<file path="config.mk">
export PLATFORM = sky130hd
export DESIGN_NAME = qerv_rf_ram_arb
export DESIGN_NICKNAME = d
export VERILOG_FILES = /design/src/rtl/qerv_rf_ram_arb.sv
export SDC_FILE = /design/constraint.sdc
export NUM_CORES = 1
export LEC_CHECK = 0
export ABC_CLOCK_PERIOD_IN_PS = 3750
export CAP_MARGIN = 10
export CORE_MARGIN = 4
export CORE_UTILIZATION = 34
export DETAILED_ROUTE_END_ITERATION = 16
export PLACE_DENSITY = 0.94
export REMOVE_ABC_BUFFERS = 1
export SYNTH_ARGS = -nofsm -noshare
export SYNTH_HDL_FRONTEND = slang
export SYNTH_SLANG_ARGS = --single-unit
</file>
<file path="constraint.sdc">
create_clock -name i_clk -period 3.75 [get_ports i_clk]
set_clock_uncertainty 0.15 [all_clocks]
set_input_delay 0.375 -clock i_clk [delete_from_list [all_inputs] [get_ports i_clk]]
set_output_delay 0.375 -clock i_clk [all_outputs]
set_load 0.03 [all_outputs]
</file>
<file path="src/rtl/qerv_rf_ram_arb.sv">
// Register-file RAM arbiter: clears the RAM after reset, then passes the core
// through and slots host accesses into cycles where the needed RAM port is idle.
module qerv_rf_ram_arb #(
    parameter int width   = 8,
    parameter int aw      = 8,
    parameter int depth   = 144,
    parameter int init_en = 1
) (
    input  logic             i_clk,
    input  logic             i_rst,
    input  logic [aw-1:0]    i_c_waddr,
    input  logic [width-1:0] i_c_wdata,
    input  logic             i_c_wen,
    input  logic [aw-1:0]    i_c_raddr,
    input  logic             i_c_ren,
    output logic [width-1:0] o_c_rdata,
    output logic             o_init_done,
    input  logic             i_h_stb,
    input  logic             i_h_we,
    input  logic [aw-1:0]    i_h_addr,
    input  logic [width-1:0] i_h_wdata,
    output logic             o_h_ack,
    output logic [width-1:0] o_h_rdata,
    output logic [aw-1:0]    o_waddr,
    output logic [width-1:0] o_wdata,
    output logic             o_wen,
    output logic [aw-1:0]    o_raddr,
    output logic             o_ren,
    input  logic [width-1:0] i_rdata
);

    typedef enum logic {INIT, RUN} state_t;

    localparam logic [aw-1:0] LAST_ADDR = aw'(depth - 1);

    state_t        state_q, state_d;
    logic [aw-1:0] clr_cnt_q, clr_cnt_d;
    logic          ack_q, ack_d;
    logic          grant;

    always_ff @(posedge i_clk) begin
        if (i_rst) begin
            state_q   <= (init_en != 0) ? INIT : RUN;
            clr_cnt_q <= '0;
            ack_q     <= 1'b0;
        end else begin
            state_q   <= state_d;
            clr_cnt_q <= clr_cnt_d;
            ack_q     <= ack_d;
        end
    end

    always_comb begin
        state_d     = state_q;
        clr_cnt_d   = clr_cnt_q;
        ack_d       = 1'b0;
        grant       = 1'b0;
        o_wen       = 1'b0;
        o_waddr     = i_c_waddr;
        o_wdata     = i_c_wdata;
        o_ren       = 1'b0;
        o_raddr     = i_c_raddr;
        o_init_done = 1'b0;
        o_h_ack     = 1'b0;

        // Enables are gated by i_rst so nothing reaches the RAM during reset,
        // even before the state register has been re-initialised.
        if (!i_rst) begin
            case (state_q)
                INIT: begin
                    o_wen   = 1'b1;
                    o_waddr = clr_cnt_q;
                    o_wdata = '0;
                    if (clr_cnt_q == LAST_ADDR) begin
                        state_d = RUN;
                    end else begin
                        clr_cnt_d = clr_cnt_q + 1'b1;
                    end
                end
                RUN: begin
                    o_init_done = 1'b1;
                    o_h_ack     = ack_q;
                    o_wen       = i_c_wen;
                    o_ren       = i_c_ren;
                    // The ack cycle never grants, capping the host at one access per two cycles.
                    grant = i_h_stb && !ack_q && (i_h_we ? !i_c_wen : !i_c_ren);
                    ack_d = grant;
                    if (grant && i_h_we) begin
                        o_wen   = 1'b1;
                        o_waddr = i_h_addr;
                        o_wdata = i_h_wdata;
                    end
                    if (grant && !i_h_we) begin
                        o_ren   = 1'b1;
                        o_raddr = i_h_addr;
                    end
                end
                default: state_d = INIT;
            endcase
        end
    end

    assign o_c_rdata = i_rdata;
    assign o_h_rdata = i_rdata;

endmodule

</file>
==> results of run 1 <==
==> cell families (layout without fill, tap and decap cells) <==
group | Yosys count | in the layout
AOI/OAI and AO/OA | 28 | 28
muxes | 25 | 25
buffers and inverters | 26 | 83
DFF | 10 | 10
and+or+nand+nor | 32 | 32
adders and majority gates | 1 | 1
==> metrics by stage <==
| stage | worst slack, ps | instances | util |
|---|---|---|---|
| global route | 636.4 | 223 | 0.5760 |
| CTS | 704.2 | 223 | 0.5760 |
| detailed placement | 704.0 | 220 | 0.5687 |
| floorplan | 1545 | 101 | - |
| finish | 732.2 | 223 | 0.5760 |
| global placement | 742.1 | 220 | 0.5687 |
==> cells in the final DEF, fill, tap and decap left out, drive strengths merged, types with 5 or more instances in the layout <==
cell / instances
o21ai: 7
a21oi: 8
nand2: 5
mux2: 21
a22o: 6
dfxtp: 10
inv: 5
clkdlybuf4s50: 73
==> power by group <==
part	leakage, nW	internal [W]	switching, W
registers	0.0812	0.000109	0.00000462
logic	0.592	0.0000912	0.0000648
clock network	0.0138	0.0000371	0.0000366
total	0.687	0.000237	0.000106
==> synthesized netlist by cell type (all sizes together) <==
| cell type | count | share of area |
|---|---|---|
| a211oi | 1 | 0.0068 |
| a21o | 1 | 0.0068 |
| a21oi | 8 | 0.046 |
| a22o | 6 | 0.048 |
| a311oi | 1 | 0.0079 |
| a31oi | 1 | 0.0057 |
| a41oi | 1 | 0.015 |
| and2 | 1 | 0.0057 |
| and4bb | 1 | 0.011 |
| buf | 19 | 0.13 |
| clkbuf | 2 | 0.0068 |
| dfxtp | 10 | 0.18 |
| ha | 1 | 0.011 |
| inv | 5 | 0.017 |
| mux2 | 21 | 0.24 |
| mux2i | 4 | 0.036 |
| nand2 | 5 | 0.017 |
| nand2b | 4 | 0.023 |
| nand3 | 1 | 0.0045 |
| nand3b | 1 | 0.0068 |
| nand4 | 1 | 0.0057 |
| nand4bb | 2 | 0.025 |
| nor2 | 4 | 0.014 |
| nor2b | 4 | 0.023 |
| nor3b | 1 | 0.0068 |
| nor4b | 1 | 0.014 |
| o21a | 1 | 0.0068 |
| o21ai | 7 | 0.032 |
| o31ai | 1 | 0.0068 |
| or2 | 2 | 0.011 |
| or3 | 2 | 0.011 |
| or4 | 2 | 0.014 |
==> sequential cells by signal, summed over array words and instances, names as in the netlist <==
register / flops
clr_cnt_q: 8
ack_q: 1
state_q: 1
==> cell type report <==
| cell class | instances | area, um2 |
|---|---|---|
| Clock buffer | 3 | 22.52 |
| Fill cell | 282 | 1305 |
| Inverter | 5 | 18.77 |
| Multi-Input combinational cell | 86 | 730.7 |
| Sequential cell | 10 | 200.2 |
| Tap cell | 44 | 55.05 |
| Timing Repair Buffer | 75 | 745.7 |
==> path summary, 6_finish.rpt <==
path,from,end,slack (ps),depth (start not counted)
max,i_rst,o_raddr[2],730,5
min,clr_cnt_q[7],clr_cnt_q[7],360,2
max reg2reg,clr_cnt_q[1],clr_cnt_q[4],2050,4
min reg2reg,clr_cnt_q[7],clr_cnt_q[7],360,2
==> worst register-to-register path, stage by stage (launching register included) <==
cell,delay [ps]
dfxtp_1,430
ha_1,280
nand3_1,140
or4_1,480
a21oi_1,140
==> routing by layer <==
metal	share of wire	GRT usage	routed length, um	vias up
li1	-	-	-	547
met1	0.35	0.1663	1209	513
met2	0.52	0.2835	1764	73
met3	0.11	0.07279	392	7
met4	0.013	0.06332	44	0
met5	0	0	0	-
==> reports/metrics.yaml, run 1 <==
status: "finished, final reports clean"
leakage_nw: 0.6868
grt_overflow: 0
grtUsageTotal: 0.1615
postCtsSetupBuffers: 0
power_w: 0.0003433
dieHeight_um: 65.01
required_ps: 3220
synth_warnings: 0
fmax_mhz: 331.4
wl_per_cell_um: 15.29
ys_ff_latch: 10
fin_area_um2: 1773
io_buffers: 73
die_w_um: 65.01
finalSetupViolCount: 0
synthMuxAreaShare: 0.2775
via_per_inst: 5.112
final_antenna_net_count: 0
synth_compound_area_frac: 0.1812
crit_buf_inv: 2
wl_um: 3410
post-route-drc-count: 0
design.core.area_um2: 3078
holdBufCountCts: 0
crit_fanout: 8
final_hold_viol_count: 0
row_count: 20
slew_headroom: 0.6587
htreeDepth: 1
initial_core_util: 0.3589
nets: 236
end_kind: "output port"
hold_path_class: "reg -> reg"
grt_pass1_wl_um: 5416
netlist_area_um2: 1105
clock_sinks: 10
worstPathCellList: "clkdlybuf4s50_1, nand4bb_2, or2_1, mux2_4, clkdlybuf4s50_1"
drt-initial-drc-count: 33
synth_cells: 122
cts-root-buf: "clkbuf_4"
critPathKind: "in -> out"
grt_setup_unrepaired: "no"
clockBufferDepth: 2
dieArea_um2: 4226
grt_start_max_net_pins: 20
placedInstanceArea_um2: 1750
synth_top_family_by_area: "multiplexers"
seq_area_frac_synth: 0.1812
dr.pass1.iters: 4
num_io_pins: 98
routabilityCongestion: 0.7756
ys_types: 37
crit_slowest_cell: "clkdlybuf4s50_1"
cts_tree: "yes"
antenna_found_initial: 0
max-vdd-ir-drop_v: 0.00009618
synth-simple-area-share: 0.1914
cts_resized: 0
synth_xor_area_frac: 0
avgSynthCellArea_um2: 9.056
clk_pin_slew_worst_paths_ps: 60
clk_latency_ps: 270
fin_tns_setup_ps: 0
worstPathArrival_ps: 2490
fin_crit_ps: 3018
numCtsBuffers: 3
slowest_delay_ps: 600
antenna_cells: 0
drv_slew: 0
power.density_nw_per_um2: 193.6
syn_to_final_growth_pct: 60.48
drive_gt1_frac: 0.1732
cp_common_cell: "clkdlybuf4s50_1"
max_cap_viol_count: 0
synth_fa_ha_area_frac: 0.01133
grt_pass1_vias: 1179
period_share: 0.8047
hold_ws_ps: 359.9
dr_total_vias: 1140
start_kind: "input port"
dp.final_hpwl_um: 2681
critPathTopFamily: "buffers and inverters"
worstMarginPinSlew_ps: 511.9
Note: power is estimated with default switching activity, not from simulation.
==> inputs of run 2 (changes only) <==
--- a/config.mk
+++ b/config.mk
@@ -5,12 +5,12 @@
 export SDC_FILE = /design/constraint.sdc
 export NUM_CORES = 1
 export LEC_CHECK = 0
-export ABC_CLOCK_PERIOD_IN_PS = 3750
+export ABC_CLOCK_PERIOD_IN_PS = 3100
 export CAP_MARGIN = 10
 export CORE_MARGIN = 4
-export CORE_UTILIZATION = 34
+export CORE_UTILIZATION = 31
 export DETAILED_ROUTE_END_ITERATION = 16
-export PLACE_DENSITY = 0.94
+export PLACE_DENSITY = 0.87
 export REMOVE_ABC_BUFFERS = 1
 export SYNTH_ARGS = -nofsm -noshare
 export SYNTH_HDL_FRONTEND = slang
==> constraint.sdc (replaced) <==
create_clock -name i_clk -period 3.1 [get_ports i_clk]
set_clock_uncertainty 0.15 [all_clocks]
set_input_delay 0.31 -clock i_clk [delete_from_list [all_inputs] [get_ports i_clk]]
set_output_delay 0.31 -clock i_clk [all_outputs]
set_load 0.03 [all_outputs]
==> reports/metrics.yaml, run 2 (synthesis results as in run 1) <==
syn_to_final_growth_pct: 60.59  # about the same
status: "finished, final reports clean"
fill_cells: 296  # +5.0%
die_w_um: 67.70  # +4.1%
nets: 236  # unchanged
numCtsBuffers: 3  # unchanged
max_cap_viol_count: 0  # unchanged
most-common-layout-cells: "67 x clkdlybuf4s50_1, 13 x mux2_2, 10 x dfxtp_1"
initial_core_util: 0.3260  # -0.03299
clock_sinks: 10  # unchanged
design.core.area_um2: 3390  # +10%
slowest_delay_ps: 590  # about the same
postCtsSetupBuffers: 0  # unchanged
grt_overflow: 0  # unchanged
power_w: 0.0004388  # +28%
reg2regPathDepth: 4  # unchanged
final_hold_viol_count: 0  # unchanged
fin_crit_ps: 2860
hold_ws_ps: 342.8  # -17.08 ps
largest_register_ffs: 8  # unchanged
rr_startpoint: "clr_cnt_q[1]"
via_per_inst: 4.836  # -5.4%
crit_fanout: 8  # unchanged
slew_headroom: 0.6714  # +0.01269
critPathKind: "in -> out"
antenna_found_initial: 0  # unchanged
period_share: 0.9226
grt_setup_unrepaired: "no"
critPathTopFamily: "buffers and inverters"
grtUsageTotal: 0.1235  # -0.03805
final_common_cell: "clkdlybuf4s50_1"
antenna_cells: 0  # unchanged
holdBufCountCts: 0  # unchanged
drv_slew: 0  # unchanged
dr.pass1.iters: 4  # unchanged
dieHeight_um: 67.70  # +4.1%
regMostFlops: "clr_cnt_q"
power.density_nw_per_um2: 247.3  # +28%
wl_per_cell_um: 13.26  # -13%
worst_r2r_endpoint: "clr_cnt_q[4]"
wl_um: 2996  # -12%
drt-initial-drc-count: 22  # -33%
crit_slowest_cell: "clkdlybuf4s50_1"
grt_pass1_vias: 989  # -16%
cp_common_cell: "clkdlybuf4s50_1"
fin_tns_setup_ps: 0  # unchanged
worstPathCellList: "clkdlybuf4s50_1, nand4bb_2, or2_1, mux2_4, clkdlybuf4s50_1"
final_antenna_net_count: 0  # unchanged
cts_tree: "yes"
clockBufferDepth: 2  # unchanged
dp_slack_ps: 206.7  # -497.3 ps
hold_depth: 2  # unchanged
worstMarginPinSlew_ps: 492.9  # -19.04 ps
end_kind: "output port"
dieArea_um2: 4583  # +8.5%
clk_pin_slew_worst_paths_ps: 60  # about the same
hold_end: "clr_cnt_q[7]"
min-delay-start: "clr_cnt_q[7]"
finalWorstSetupSlack_ps: 240.0  # -492.2 ps
grt_start_max_net_pins: 20  # unchanged
worstPathArrival_ps: 2400  # -90 ps
start_kind: "input port"
num_io_pins: 98  # unchanged
crit_buf_inv: 2  # unchanged
max-vdd-ir-drop_v: 0.0001999  # +110%
row_count: 21  # +5.0%
fmax_mhz: 349.7
grt_pass1_wl_um: 4443  # -18%
dr_total_vias: 1093  # -4.1%
cts_resized: 0  # unchanged
finalSetupViolCount: 0  # unchanged
top_regs: "clr_cnt_q: 8 flops, ack_q: 1 flops, state_q: 1 flops"
drive_gt1_frac: 0.2111  # +0.03793
routabilityCongestion: 0.7285  # -6.1%
hold_path_class: "reg -> reg"
clk_latency_ps: 260  # about the same
required_ps: 2640  # -580 ps
leakage_nw: 0.7029  # +2.3%
io_buffers: 73  # unchanged
cts-root-buf: "clkbuf_4"
dp.final_hpwl_um: 2434  # -9.2%
r2r_slack_ps: 1410  # -640 ps
htreeDepth: 1  # unchanged
post-route-drc-count: 0  # unchanged
run 2: changes by cell type in the layout (fill, tap and decap cells not counted), sizes merged:
cell | previous run | this run
buf | 2 | 8
clkbuf | 3 | 4
clkdlybuf4s50 | 73 | 67
run 2: how the worst max path moves through the flow:
stage / cells past startpoint / end / slack [ps] / startpoint
finish: 5 / o_raddr[6] / 240 / i_rst
global route: 5 / o_raddr[2] / 130 / i_rst
CTS: 5 / o_raddr[1] / 210 / i_rst
detailed placement: 5 / o_raddr[1] / 210 / i_rst
global placement: 5 / o_raddr[7] / 220 / i_rst
floorplan: 3 / o_h_ack / 960 / state_q
run 2: where the power goes:
part / internal [W] / switching, W / leakage [nW] / total, W
combinational: 0.000109 / 0.0000771 / 0.601 / 0.000186
clock: 0.0000713 / 0.0000447 / 0.0210 / 0.000116
sequential: 0.000132 / 0.00000518 / 0.0812 / 0.000137
total: 0.000312 / 0.000127 / 0.703 / 0.000439
run 2: final cells by class:
cell class	instances	area (um2)	area share
sequential	10	200.2	0.1128
multi-input combinational	86	730.7	0.4118
tap	46	57.56	0.03244
timing repair buffer	75	730.7	0.4118
inverter	5	18.77	0.01058
clock buffer	4	36.28	0.02045
run 2: worst register-to-register path, delay by kind of cell (launching register included):
kind / cells / cell delay [ps]
compound gates: 1 / 150
flops: 1 / 420
simple gates: 2 / 640
fa+ha+maj: 1 / 270
run 2: per-stage QoR:
stage	instance area [um2]	cells	util
CTS	1774	226	0.5234
global placement	1738	222	0.5127
detailed placement	1738	222	0.5127
global route	1774	226	0.5234
floorplan	949.7	101	-
finish	1774	226	0.5234
run 2: routing by layer:
layer / vias up / share of wire / GRT usage
li1: 552 / - / -
met1: 476 / 0.37 / 0.1270
met2: 63 / 0.49 / 0.2163
met3: 2 / 0.14 / 0.08319
met4: 0 / 0.0013 / 0.007595
met5: - / 0 / 0
